===== src/rtl/inst_fetch_if.sv =====
// Instruction-bus bundle between the fetch stage (master) and the instruction
// memory / bus slave (slave). Both sides share the core clk/rst.
//
// Handshake: the master holds ibus_req=1 with ibus_addr stable until the slave
// answers with a single-cycle ibus_ack carrying ibus_rdata. The ack may come in
// the very first req cycle. There is no slave-side ready; any number of wait
// cycles is legal. Dropping req (reset) abandons the transfer, and the slave
// is expected to forget it.
interface inst_fetch_if;
  logic        ibus_req;
  logic [31:0] ibus_addr;
  logic        ibus_ack;
  logic [31:0] ibus_rdata;

  modport master (
    output ibus_req,
    output ibus_addr,
    input  ibus_ack,
    input  ibus_rdata
  );

  modport slave (
    input  ibus_req,
    input  ibus_addr,
    output ibus_ack,
    output ibus_rdata
  );
endinterface


===== src/rtl/inst_fetch.sv =====
// Fetch stage: owns the PC, runs the req/ack instruction bus and presents
// if_pc/if_inst to the IF/ID register. Bus wait states raise stallreq_if, a
// word fetched while the pipe is stalled is parked in a one-word buffer, and
// branch (delay-slot) and flush redirects go through a one-entry pending slot.
// The presented instruction and stallreq_if depend on the ack of the current
// cycle, so they are decoded from the state register plus ibus_ack rather
// than registered.
module inst_fetch #(
  parameter logic [31:0] RESET_PC = 32'h0000_0000
) (
  input  logic        clk,
  input  logic        rst,
  input  logic [5:0]  stall,
  input  logic        branch_flag_i,
  input  logic [31:0] branch_target_i,
  input  logic        flush_i,
  input  logic [31:0] new_pc_i,
  inst_fetch_if.master bus,
  output logic [31:0] if_pc,
  output logic [31:0] if_inst,
  output logic        stallreq_if,
  output logic [1:0]  state_dbg
);

  typedef enum logic [1:0] {
    S_RESET   = 2'd0,
    S_FETCH   = 2'd1,
    S_HOLD    = 2'd2,
    S_DISCARD = 2'd3
  } state_t;

  state_t      state;
  logic [31:0] pc;
  logic [31:0] buffer;
  logic        pend_valid;
  logic [31:0] pend_pc;
  logic        pend_is_flush;

  logic [31:0] br_tgt;
  logic [31:0] fl_tgt;
  logic [31:0] pc_inc;
  logic [31:0] next_pc;
  logic        capture_branch;
  logic        ack;
  logic [31:0] rdata;

  logic        req_c;
  logic [31:0] if_pc_c;
  logic [31:0] if_inst_c;
  logic        stallreq_c;

  // Only stall[0] concerns fetch; the low target bits are forced to zero.
  logic        unused_bits;
  assign unused_bits = ^{stall[5:1], branch_target_i[1:0], new_pc_i[1:0]};

  assign ack    = bus.ibus_ack;
  assign rdata  = bus.ibus_rdata;
  assign br_tgt = {branch_target_i[31:2], 2'b00};
  assign fl_tgt = {new_pc_i[31:2], 2'b00};
  assign pc_inc = pc + 32'd4;

  // A branch seen this cycle wins over an older pending one; otherwise sequential.
  always_comb begin
    next_pc = pc_inc;
    if (branch_flag_i) begin
      next_pc = br_tgt;
    end else if (pend_valid) begin
      next_pc = pend_pc;
    end
  end

  // A branch is parked only when it is not consumed right away and no flush owns the slot.
  always_comb begin
    capture_branch = branch_flag_i && !flush_i && !(pend_valid && pend_is_flush);
  end

  // Bus request and IF/ID outputs; rst forces everything quiet in the reset cycle itself.
  always_comb begin
    req_c      = 1'b0;
    if_pc_c    = 32'd0;
    if_inst_c  = 32'd0;
    stallreq_c = 1'b0;
    if (!rst) begin
      case (state)
        S_FETCH: begin
          req_c = 1'b1;
          if (ack) begin
            if (!flush_i) begin
              if_pc_c   = pc;
              if_inst_c = rdata;
            end
          end else begin
            stallreq_c = 1'b1;
          end
        end
        S_HOLD: begin
          if (!flush_i) begin
            if_pc_c   = pc;
            if_inst_c = buffer;
          end
        end
        S_DISCARD: begin
          req_c      = 1'b1;
          stallreq_c = 1'b1;
        end
        default: begin
          req_c = 1'b0;
        end
      endcase
    end
  end

  assign bus.ibus_req  = req_c;
  assign bus.ibus_addr = pc;
  assign if_pc         = if_pc_c;
  assign if_inst       = if_inst_c;
  assign stallreq_if   = stallreq_c;
  assign state_dbg     = state;

  // Fetch FSM: PC, hold buffer and pending redirect slot.
  always_ff @(posedge clk) begin
    if (rst) begin
      state         <= S_RESET;
      pc            <= RESET_PC;
      buffer        <= 32'd0;
      pend_valid    <= 1'b0;
      pend_pc       <= 32'd0;
      pend_is_flush <= 1'b0;
    end else begin
      case (state)
        S_RESET: begin
          state <= S_FETCH;
          if (flush_i) begin
            pc            <= fl_tgt;
            pend_valid    <= 1'b0;
            pend_is_flush <= 1'b0;
          end else if (capture_branch) begin
            pend_valid    <= 1'b1;
            pend_pc       <= br_tgt;
            pend_is_flush <= 1'b0;
          end
        end

        S_FETCH: begin
          if (flush_i) begin
            if (ack) begin
              // Word arrived together with the flush: drop it and refetch now.
              pc            <= fl_tgt;
              pend_valid    <= 1'b0;
              pend_is_flush <= 1'b0;
            end else begin
              // Request is already on the bus; its answer must be swallowed.
              state         <= S_DISCARD;
              pend_valid    <= 1'b1;
              pend_pc       <= fl_tgt;
              pend_is_flush <= 1'b1;
            end
          end else if (ack && !stall[0]) begin
            pc         <= next_pc;
            pend_valid <= 1'b0;
          end else begin
            if (ack) begin
              buffer <= rdata;
              state  <= S_HOLD;
            end
            if (capture_branch) begin
              pend_valid    <= 1'b1;
              pend_pc       <= br_tgt;
              pend_is_flush <= 1'b0;
            end
          end
        end

        S_HOLD: begin
          if (flush_i) begin
            pc            <= fl_tgt;
            buffer        <= 32'd0;
            pend_valid    <= 1'b0;
            pend_is_flush <= 1'b0;
            state         <= S_FETCH;
          end else if (!stall[0]) begin
            pc         <= next_pc;
            pend_valid <= 1'b0;
            state      <= S_FETCH;
          end else if (capture_branch) begin
            pend_valid    <= 1'b1;
            pend_pc       <= br_tgt;
            pend_is_flush <= 1'b0;
          end
        end

        S_DISCARD: begin
          if (ack) begin
            // A flush arriving with the ack is the newest target.
            pc            <= flush_i ? fl_tgt : pend_pc;
            pend_valid    <= 1'b0;
            pend_is_flush <= 1'b0;
            state         <= S_FETCH;
          end else if (flush_i) begin
            pend_pc <= fl_tgt;
          end
        end

        default: begin
          state <= S_RESET;
        end
      endcase
    end
  end

endmodule


===== src/flat_wrapper.sv =====
// flat-port wrapper written by rule: the top's interface ports become plain ports
module inst_fetch_flat 
#(
  parameter logic [31:0] RESET_PC = 32'h0000_0000
)
  (clk, rst, stall, branch_flag_i, branch_target_i, flush_i, new_pc_i, if_pc, if_inst, stallreq_if, state_dbg, bus_ibus_req, bus_ibus_addr, bus_ibus_ack, bus_ibus_rdata);
  inst_fetch_if bus_i ();
  input  logic clk;
  input  logic rst;
  input  logic [5:0] stall;
  input  logic branch_flag_i;
  input  logic [31:0] branch_target_i;
  input  logic flush_i;
  input  logic [31:0] new_pc_i;
  output logic [31:0] if_pc;
  output logic [31:0] if_inst;
  output logic stallreq_if;
  output logic [1:0] state_dbg;
  output wire logic [$bits(bus_i.ibus_req)-1:0] bus_ibus_req;
  output wire logic [$bits(bus_i.ibus_addr)-1:0] bus_ibus_addr;
  input wire logic [$bits(bus_i.ibus_ack)-1:0] bus_ibus_ack;
  input wire logic [$bits(bus_i.ibus_rdata)-1:0] bus_ibus_rdata;
  assign bus_ibus_req = bus_i.ibus_req;
  assign bus_ibus_addr = bus_i.ibus_addr;
  assign bus_i.ibus_ack = bus_ibus_ack;
  assign bus_i.ibus_rdata = bus_ibus_rdata;
  inst_fetch #(.RESET_PC(RESET_PC)) u_core (.clk(clk), .rst(rst), .stall(stall), .branch_flag_i(branch_flag_i), .branch_target_i(branch_target_i), .flush_i(flush_i), .new_pc_i(new_pc_i), .bus(bus_i), .if_pc(if_pc), .if_inst(if_inst), .stallreq_if(stallreq_if), .state_dbg(state_dbg));
endmodule

===== config.mk =====
export PLATFORM = sky130hd
export DESIGN_NAME = inst_fetch_flat
export DESIGN_NICKNAME = d
export VERILOG_FILES = /design/src/rtl/inst_fetch_if.sv /design/src/rtl/inst_fetch.sv /design/src/flat_wrapper.sv
export SDC_FILE = /design/constraint.sdc
export NUM_CORES = 1
export LEC_CHECK = 0
export CORE_MARGIN = 8
export CORE_UTILIZATION = 40
export DETAILED_ROUTE_END_ITERATION = 6
export GPL_ROUTABILITY_DRIVEN = 0
export PLACE_DENSITY = 0.67
export SETUP_SLACK_MARGIN = 0.02
export SLEW_MARGIN = 10
export SYNTH_ARGS = -nofsm -noshare
export SYNTH_HDL_FRONTEND = slang
export SYNTH_SLANG_ARGS = --single-unit

===== constraint.sdc =====
create_clock -name clk -period 2.8 [get_ports clk]
set_input_delay 0.7 -clock clk [delete_from_list [all_inputs] [get_ports clk]]
set_output_delay 0.7 -clock clk [all_outputs]
set_load 0.01 [all_outputs]

======== Word-level counts from Yosys, hierarchy flattened ========
Index checks and enable logic that the tools add are counted.
word-level totals
  bits of input ports ..................... 107
  output and inout bits ................... 100
  word-level logic and storage cells ...... 102
  flip-flop bits (word level) ............. 100
cells by class
  eq/ne operators ......................... 19
  mux-type cells .......................... 61
  $add $sub $neg .......................... 1
  reduce and logical (&&, ||, !) cells .... 15
operators with widths
  cell                     number
  $mux W32                 28
  $pmux W32 S4             2
  $pmux W32 S2             3
  $add A32 B3 Y32 const B  1
  $ne A2 B2 Y1 const B     9
  $ne A3 B3 Y1 const B     6
  $mux W1                  17
  $mux W2                  7
  $reduce_and A5 Y1        2
  $pmux W1 S4              2
  $pmux W2 S4              1
  $reduce_and A6 Y1        1
  $eq A2 B2 Y1 const B     2
  $logic_and A1 B1 Y1      4
  $reduce_and A4 Y1        1
  $logic_not A1 Y1         3
  $ne A3 B2 Y1 const B     1
  $reduce_and A3 Y1        1
  $eq A2 B1 Y1 const B     1
  $logic_not A2 Y1         1
  $pmux W1 S2              1
  $reduce_bool A2 Y1       1
  $reduce_or A2 Y1         1

======== Longest topological paths before layout ========
Gate-level depths: netlist of the first run.
  word-level depth ........................ 7
  depth in mapped cells ................... 10
  depth with buffers taken out ............ 7

======== Least setup slack after synthesis of the first run ========
OpenSTA, ideal clock, no wires.
  kind .................................... input -> output
  from .................................... in flush_i
  to ...................................... out if_pc[11]
  data arrival time ....................... 2.016 ns
  stages .................................. 6
  slack ................................... 0.084 ns
  path buffers ............................ 4
  data required time ...................... 2.100 ns
  cells stage by stage .................... buf_2 > buf_2 > buf_2 > nor3_1 > clkbuf_1 > and2_1
between the ends
  cells in the longest elaborated chain, start to end .. 4
RTL lines
  element           line                                source
  start, declared   flat_wrapper.sv:13                  input logic flush_i;
  $mux W32 (*)      inst_fetch.sv:88, inst_fetch.sv:97
  $mux W32          inst_fetch.sv:87                    if (ack) begin
  $pmux W32 S2 (*)  inst_fetch.sv:84                    case (state)
  $mux W32 (*)      inst_fetch.sv:83                    if (!rst) begin
  end, declared     flat_wrapper.sv:15                  output logic [31:0] if_pc;
Every way passes the cells marked *; elsewhere a longest branch is shown, timed or not.

======== Worst setup path in the final report of the first run ========
  from .................................... reg u_core.state[1], in the netlist u_core.state_dbg[1]
  to ...................................... out if_inst[9]
between the ends
  cells in the longest elaborated chain, start to end .. 3
RTL lines
  element                                       line                source
  start, declared                               inst_fetch.sv:32    state_t state;
  start signal, assigned                        inst_fetch.sv:123   state <= S_RESET;
  start signal, assigned                        inst_fetch.sv:132   state <= S_FETCH;
  start signal, assigned                        inst_fetch.sv:153   state <= S_DISCARD;
  $eq A2 B2 Y1 or $eq A2 B1 Y1 (tied branches)  inst_fetch.sv:84
  $pmux W32 S2 (*)                              inst_fetch.sv:84
  $mux W32 (*)                                  inst_fetch.sv:83
  end, declared                                 flat_wrapper.sv:16  output logic [31:0] if_inst;
Marks and branches as above.

==> flow_metrics.tcl, run 1 <==
set metrics [dict create \
    power.total_mw 5.198 \
    grt_pass1_wl_um 52020 \
    avgSynthCellArea_um2 7.295 \
    dr_total_vias 9649 \
    ctsHoldBuffers 0 \
    dp.cells 1461 \
    cts.clk_slew.worst_paths_ns 0.08 \
    die_y_um 153.9 \
    syn-cell-area_um2 7609 \
    ant_nets 0 \
    status "finished clean" \
    vdd_drop_max_mv 0.3657 \
    p_leak_nw 3.902 \
    clock.fmax_mhz 369.8 \
    avgRoutedWirePerCell_um 22.76 \
    n_antenna_cell 0 \
    finalSetupViolations 0 \
    synthesis.instances 1043 \
    clk_latency_ns 0.36 \
    placed_area_um2 10250 \
    initial_core_util_pct 40.68 \
    yosysWarnings 0 \
    dieArea_um2 23690 \
    grt_overflow 0 \
    async_reset_ff_share_pct 0 \
    syn_nets 1156 \
    yosysTopAreaCellShare_pct 26.31 \
    cts_num_sinks 100 \
    final_cells 1487 \
    numCtsBuffers 9 \
    criticalPathCategory "reg -> out" \
    ioPinCount 207 \
    fin_area_um2 10570 \
    drc 0 \
    synth_top_area_cell "dfxtp_1" \
    min_period_over_period_pct 96.59 \
    htreeDepth 3 \
    synth_area_leaders "dfxtp_1, a22oi_1, nor2_1" \
    io_buffers 197 \
    fin_crit_ns 2.705 \
    root_buffer "clkbuf_16" \
    synth_ff_type "dfxtp_1" \
    drt_pass1_iterations 7 \
    cp.arrival_ns 2.00 \
    tritoncts "done" \
    slew_headroom_pct 52.70 \
    row_count 50 \
    drive_gt1_share_pct 18.28 \
    drv_cap 0 \
    rsz0062_at_grt "no" \
    synth_cell_types 74 \
    drt_iter0_drc 966 \
    clock_path_buffers 2 \
    place_hpwl_um 24010 \
    hp-class "reg -> reg" \
    grt_max_degree 53 \
    max_slew.worst_pin.slew_ns 0.7069 \
    via_per_inst 6.489 \
    fin_util_pct 56.51 \
    fin_tns_setup_ns 0 \
    wl_um 33850 \
    grt_pass1_vias 9340 \
    critPathMaxFanout 17 \
    slew_viol_final 0 \
    layout.nets 1361 \
    yosysSeqAreaShare_pct 26.31 \
    core-area_um2 18710 \
    worst_setup_path_end_kind "output pin" \
    area_growth_pct 38.92 \
    power_density_nw_per_um2 491.8 \
    die_w_um 153.9 \
    synth_edf_count 0 \
    ys_ff_latch 100 \
    hold_viol 0 \
    crit_required_ns 2.10 \
    track_usage_pct 27.42 \
    final.setup_skew_ns 0.01102 \
    grt_antenna_before_repair 1 \
    cp-start-kind "flop" \
]
## cells by family (layout without fill, tap and decap cells)
logic type               after synthesis  count (layout)  synth area share (%)
adder cells (fa/ha/maj)                6               6                0.9867
multiplexers                          35              35                 4.983
AND/OR/NAND/NOR                      353             353                 22.91
XOR/XNOR                               7               7                0.8058
flip-flops                           100             100                 26.31
buffers and inverters                125             335                 6.512
AO/OA/AOI/OAI                        417             417                 37.49
## power by group
| part | switching, mW | internal, mW |
|---|---|---|
| clock network | 0.637 | 0.614 |
| registers | 0.223 | 1.57 |
| logic | 1.21 | 0.942 |
## stage by stage
step | hold slack [ns] | setup WS, ns
2_1_floorplan | 0.4294 | 0.08367
3_3_place_gp | 0.4421 | -0.4153
3_5_place_dp | 0.4455 | -0.3930
4_1_cts | 0.4708 | -0.04694
5_1_grt | 0.4837 | 0.02608
6_report | 0.4702 | 0.09548
## flip-flops by register name, summed over array words and instances (netlist names)
name / cells
u_core.pend_is_flush: 1
u_core.state_dbg: 2
u_core.pend_valid: 1
u_core.buffer: 32
u_core.bus.ibus_addr: 32
u_core.pend_pc: 32
## final cells by class
class                      count  area (um^2)
timing repair buffer         299         2625
fill                        1797         8135
multi-input combinational    818         5300
sequential                   100         2003
clock buffer                  10        229.0
inverter                      20        75.07
clock inverter                 6        45.04
tap                          234        292.8
## cell usage in the layout (no fill, tap or decap), types with 8 or more instances in the layout
master,instances
nand3_1,21
nor2_1,107
clkdlybuf4s15_1,13
a31oi_1,18
a32oi_1,11
mux2_2,23
dfxtp_1,99
buf_4,91
a221oi_1,8
nor4_1,13
a311oi_1,26
inv_1,14
nand2b_1,13
clkdlybuf4s50_1,130
clkbuf_2,16
buf_2,29
nand4_1,10
nand2_1,90
a22oi_1,71
o221ai_1,10
mux2i_1,12
o211ai_1,14
a22oi_2,9
clkbuf_16,9
a21oi_1,73
nor3_1,20
and2_1,34
o21ai_0,79
o22ai_1,14
## routing by layer
layer  wire length [um]  share of wire [%]  global-route usage (%)
met5                 13              0.038                       0
met4               1702                5.0                   14.14
met2              15630                 46                   45.06
met3               3285                9.7                   6.839
met1              13220                 39                   32.68
## cells in the mapped netlist (5+ instances only)
library cell and count:
nand2b_1 13, buf_2 21, nor2_1 107, mux2i_1 12, a221oi_1 8, and4_1 5
a311oi_1 26, or4_1 6, o22ai_1 14, and2_1 34, buf_1 10, nand2_1 91
o21a_1 6, a22oi_1 80, o21bai_1 5, dfxtp_1 100, o211ai_1 14, nand3_1 21
inv_1 16, a32oi_1 11, xnor2_1 6, nand4_1 10, nor4_1 18, o21ai_0 79
a22o_1 7, a21o_1 6, a21oi_1 75, nor2b_1 8, ha_1 6, o221ai_1 10
a31oi_1 19, mux2_2 23, clkbuf_1 74, nor3_1 21
## what timing repair did
action / CTS / global route
gates cloned: 2 / 0
setup endpoints to repair: 65 / 64
gates resized for setup: 177 / 55
setup buffers: 10 / 0
pin swaps: 2 / 4
## worst max-delay path: stages (launching register included)
cell	delay, ns
dfxtp_2	0.34
inv_2	0.05
buf_4	0.14
ha_4	0.18
and3b_2	0.21
buf_4	0.14
buf_12	0.14
a22oi_1	0.14
nor2_1	0.06
clkdlybuf4s15_1	0.25
## worst paths after layout
kind                            cells after the start  slack, ns                 from                       end
worst min register to register                      1       0.47    u_core.pend_pc[0]         u_core.pend_pc[0]
worst max register to register                     10       0.27  u_core.state_dbg[1]  u_core.bus.ibus_addr[31]
worst max-delay path                                9        0.1  u_core.state_dbg[1]                if_inst[9]
worst min-delay path                                1       0.47    u_core.pend_pc[0]         u_core.pend_pc[0]
Power figures use the tool's default switching activity.
==> run 2: changes to the inputs <==
--- a/config.mk
+++ b/config.mk
@@ -9,7 +9,7 @@
 export CORE_UTILIZATION = 40
 export DETAILED_ROUTE_END_ITERATION = 6
 export GPL_ROUTABILITY_DRIVEN = 0
-export PLACE_DENSITY = 0.67
+export PLACE_DENSITY = 0.69
 export SETUP_SLACK_MARGIN = 0.02
 export SLEW_MARGIN = 10
 export SYNTH_ARGS = -nofsm -noshare
==> run 2 against run 1 <==
  * Core utilization rose by 0.35 points
  * Combinational power barely moved
  * Design area rose by 0.63%
  * Non-clock buffer count fell by 1
  * Sequential cell count did not move
  * Die area did not move
  * Sequential share of layout area fell by 0.083 points
  * Critical endpoint is now if_pc[2]
  * Largest power group unchanged
==> flow_metrics.tcl, run 2 (synthesis results as in run 1) <==
set metrics [dict create \
    final_cell_mix "clkdlybuf4s50_1, nor2_1, dfxtp_1, nand2_1, buf_4" \
    drt_pass1_iterations 6 \
    layout.nets 1360 \
    root_buffer "clkbuf_16" \
    drc 0 \
    cts_num_sinks 100 \
    criticalPathCategory "reg -> out" \
    cp_num_buf_inv 4 \
    dp.cells 1463 \
    fin_tns_setup_ns 0 \
    cts.clk_slew.worst_paths_ns 0.08 \
    slew_headroom_pct 54.83 \
    core-area_um2 18710 \
    ioPinCount 207 \
    grt_pass1_wl_um 52050 \
    tritoncts "done" \
    die_y_um 153.9 \
    via_per_inst 6.470 \
    multi_input_area_um2 5202 \
    final.setup_skew_ns 0.01462 \
    n_antenna_cell 0 \
    avgRoutedWirePerCell_um 22.42 \
    status "finished clean" \
    io_buffers 197 \
    seq_area_um2 2007 \
    p_leak_nw 4.015 \
    worst_setup_path_end_kind "output pin" \
    grt_pass1_vias 9142 \
    grt_antenna_before_repair 0 \
    crit_family "buffers and inverters" \
    path_cells "inv_4, ha_4, nand2_4, nor3_4, buf_12, buf_2, and2_1, clkdlybuf4s15_1" \
    die_w_um 153.9 \
    grt_max_degree 53 \
    drt_iter0_drc 1002 \
    final_cells 1486 \
    min_period_over_period_pct 97.06 \
    ant_nets 0 \
    final_common_cell "clkdlybuf4s50_1" \
    place_hpwl_um 23980 \
    initial_core_util_pct 40.68 \
    area_growth_pct 39.80 \
    hold_viol 0 \
    finalSetupViolations 0 \
    rsz0062_at_grt "no" \
    htreeDepth 3 \
    row_count 50 \
    slew_viol_final 0 \
    fill_cells 1750 \
    drive_gt1_share_pct 14.30 \
    cp-start-kind "flop" \
    max_stage_delay_ns 0.39 \
    wl_um 33310 \
    critPathMaxFanout 5 \
    clock_path_buffers 2 \
    hp-class "reg -> reg" \
    clock.fmax_mhz 368.0 \
    track_usage_pct 27.34 \
    numCtsBuffers 9 \
    power_density_nw_per_um2 497.9 \
    dr_total_vias 9614 \
    max_slew.worst_pin.slew_ns 0.6713 \
    crit_required_ns 2.10 \
    slowest_stage "dfxtp_4" \
    drv_cap 0 \
    fin_crit_ns 2.718 \
    clk_latency_ns 0.37 \
    cp.arrival_ns 2.02 \
    dieArea_um2 23690 \
    vdd_drop_max_mv 0.3323 \
    grt_overflow 0 \
]
-- run 2: per-stage QoR --
stage / utilization, % / total power [mW] / setup WS (ns) / cell area, um^2 / hold slack (ns)
final: 56.86 / 5.296 / 0.08228 / 10640 / 0.4700
after global placement: 54.88 / 3.846 / -0.3984 / 10260 / 0.4422
after CTS: 56.86 / 5.236 / 0.01050 / 10640 / 0.4706
after global routing: 56.86 / 5.536 / 0.01631 / 10640 / 0.4785
after detailed placement: 54.88 / 3.863 / -0.4286 / 10260 / 0.4473
after floorplan: - / 2.844 / 0.08367 / 7609 / 0.4294
-- run 2: repair_timing --
action | CTS | global route
hold endpoints to repair | 0 | 0
pin swaps | 2 | 2
setup buffers | 5 | 0
endpoints found under the setup margin | 65 | 29
hold buffers | 0 | 0
cloned | 3 | 0
resized for setup | 96 | 25
-- run 2: area by class of cell --
class / count / area share, %
clock buffer: 9 / 2.117
clock inverter: 7 / 0.7881
timing repair buffer: 298 / 25.83
multi-input combinational: 818 / 48.91
inverter: 20 / 0.7293
tap: 234 / 2.753
sequential: 100 / 18.87
-- run 2: where the power goes --
part	switching (mW)	total (mW)	internal [mW]	leakage, nW
Clock	0.656	1.36	0.709	0.142
Combinational	1.20	2.14	0.937	3.05
Sequential	0.218	1.79	1.57	0.819
Total	2.08	5.30	3.22	4.01
-- run 2: final timing paths --
check,start,endpoint,slack [ns],cells after the start
setup reg to reg,u_core.state_dbg[0],u_core.bus.ibus_addr[19],0.41,8
setup / recovery,u_core.state_dbg[0],if_pc[2],0.08,8
hold / removal,u_core.bus.ibus_addr[0],u_core.bus.ibus_addr[0],0.47,2
hold reg to reg,u_core.bus.ibus_addr[0],u_core.bus.ibus_addr[0],0.47,2
-- run 2: layer usage --
layer  vias to the layer above  share of wire, %  global-route usage (%)
li1                       4394                 -                       -
met1                      4519                39                   34.62
met2                       604                46                   42.35
met3                        97                10                   6.530
met4                         0               4.8                   14.56
met5                         -                 0                       0
-- run 2: worst register-to-register path, cell delays in order, from the launching register on --
cell      delay (ns)
dfxtp_4         0.39
inv_4           0.06
ha_4            0.29
buf_4           0.31
nor2b_1         0.22
o221ai_1        0.25
or4_1           0.56
a21oi_1         0.15
a31o_1          0.10
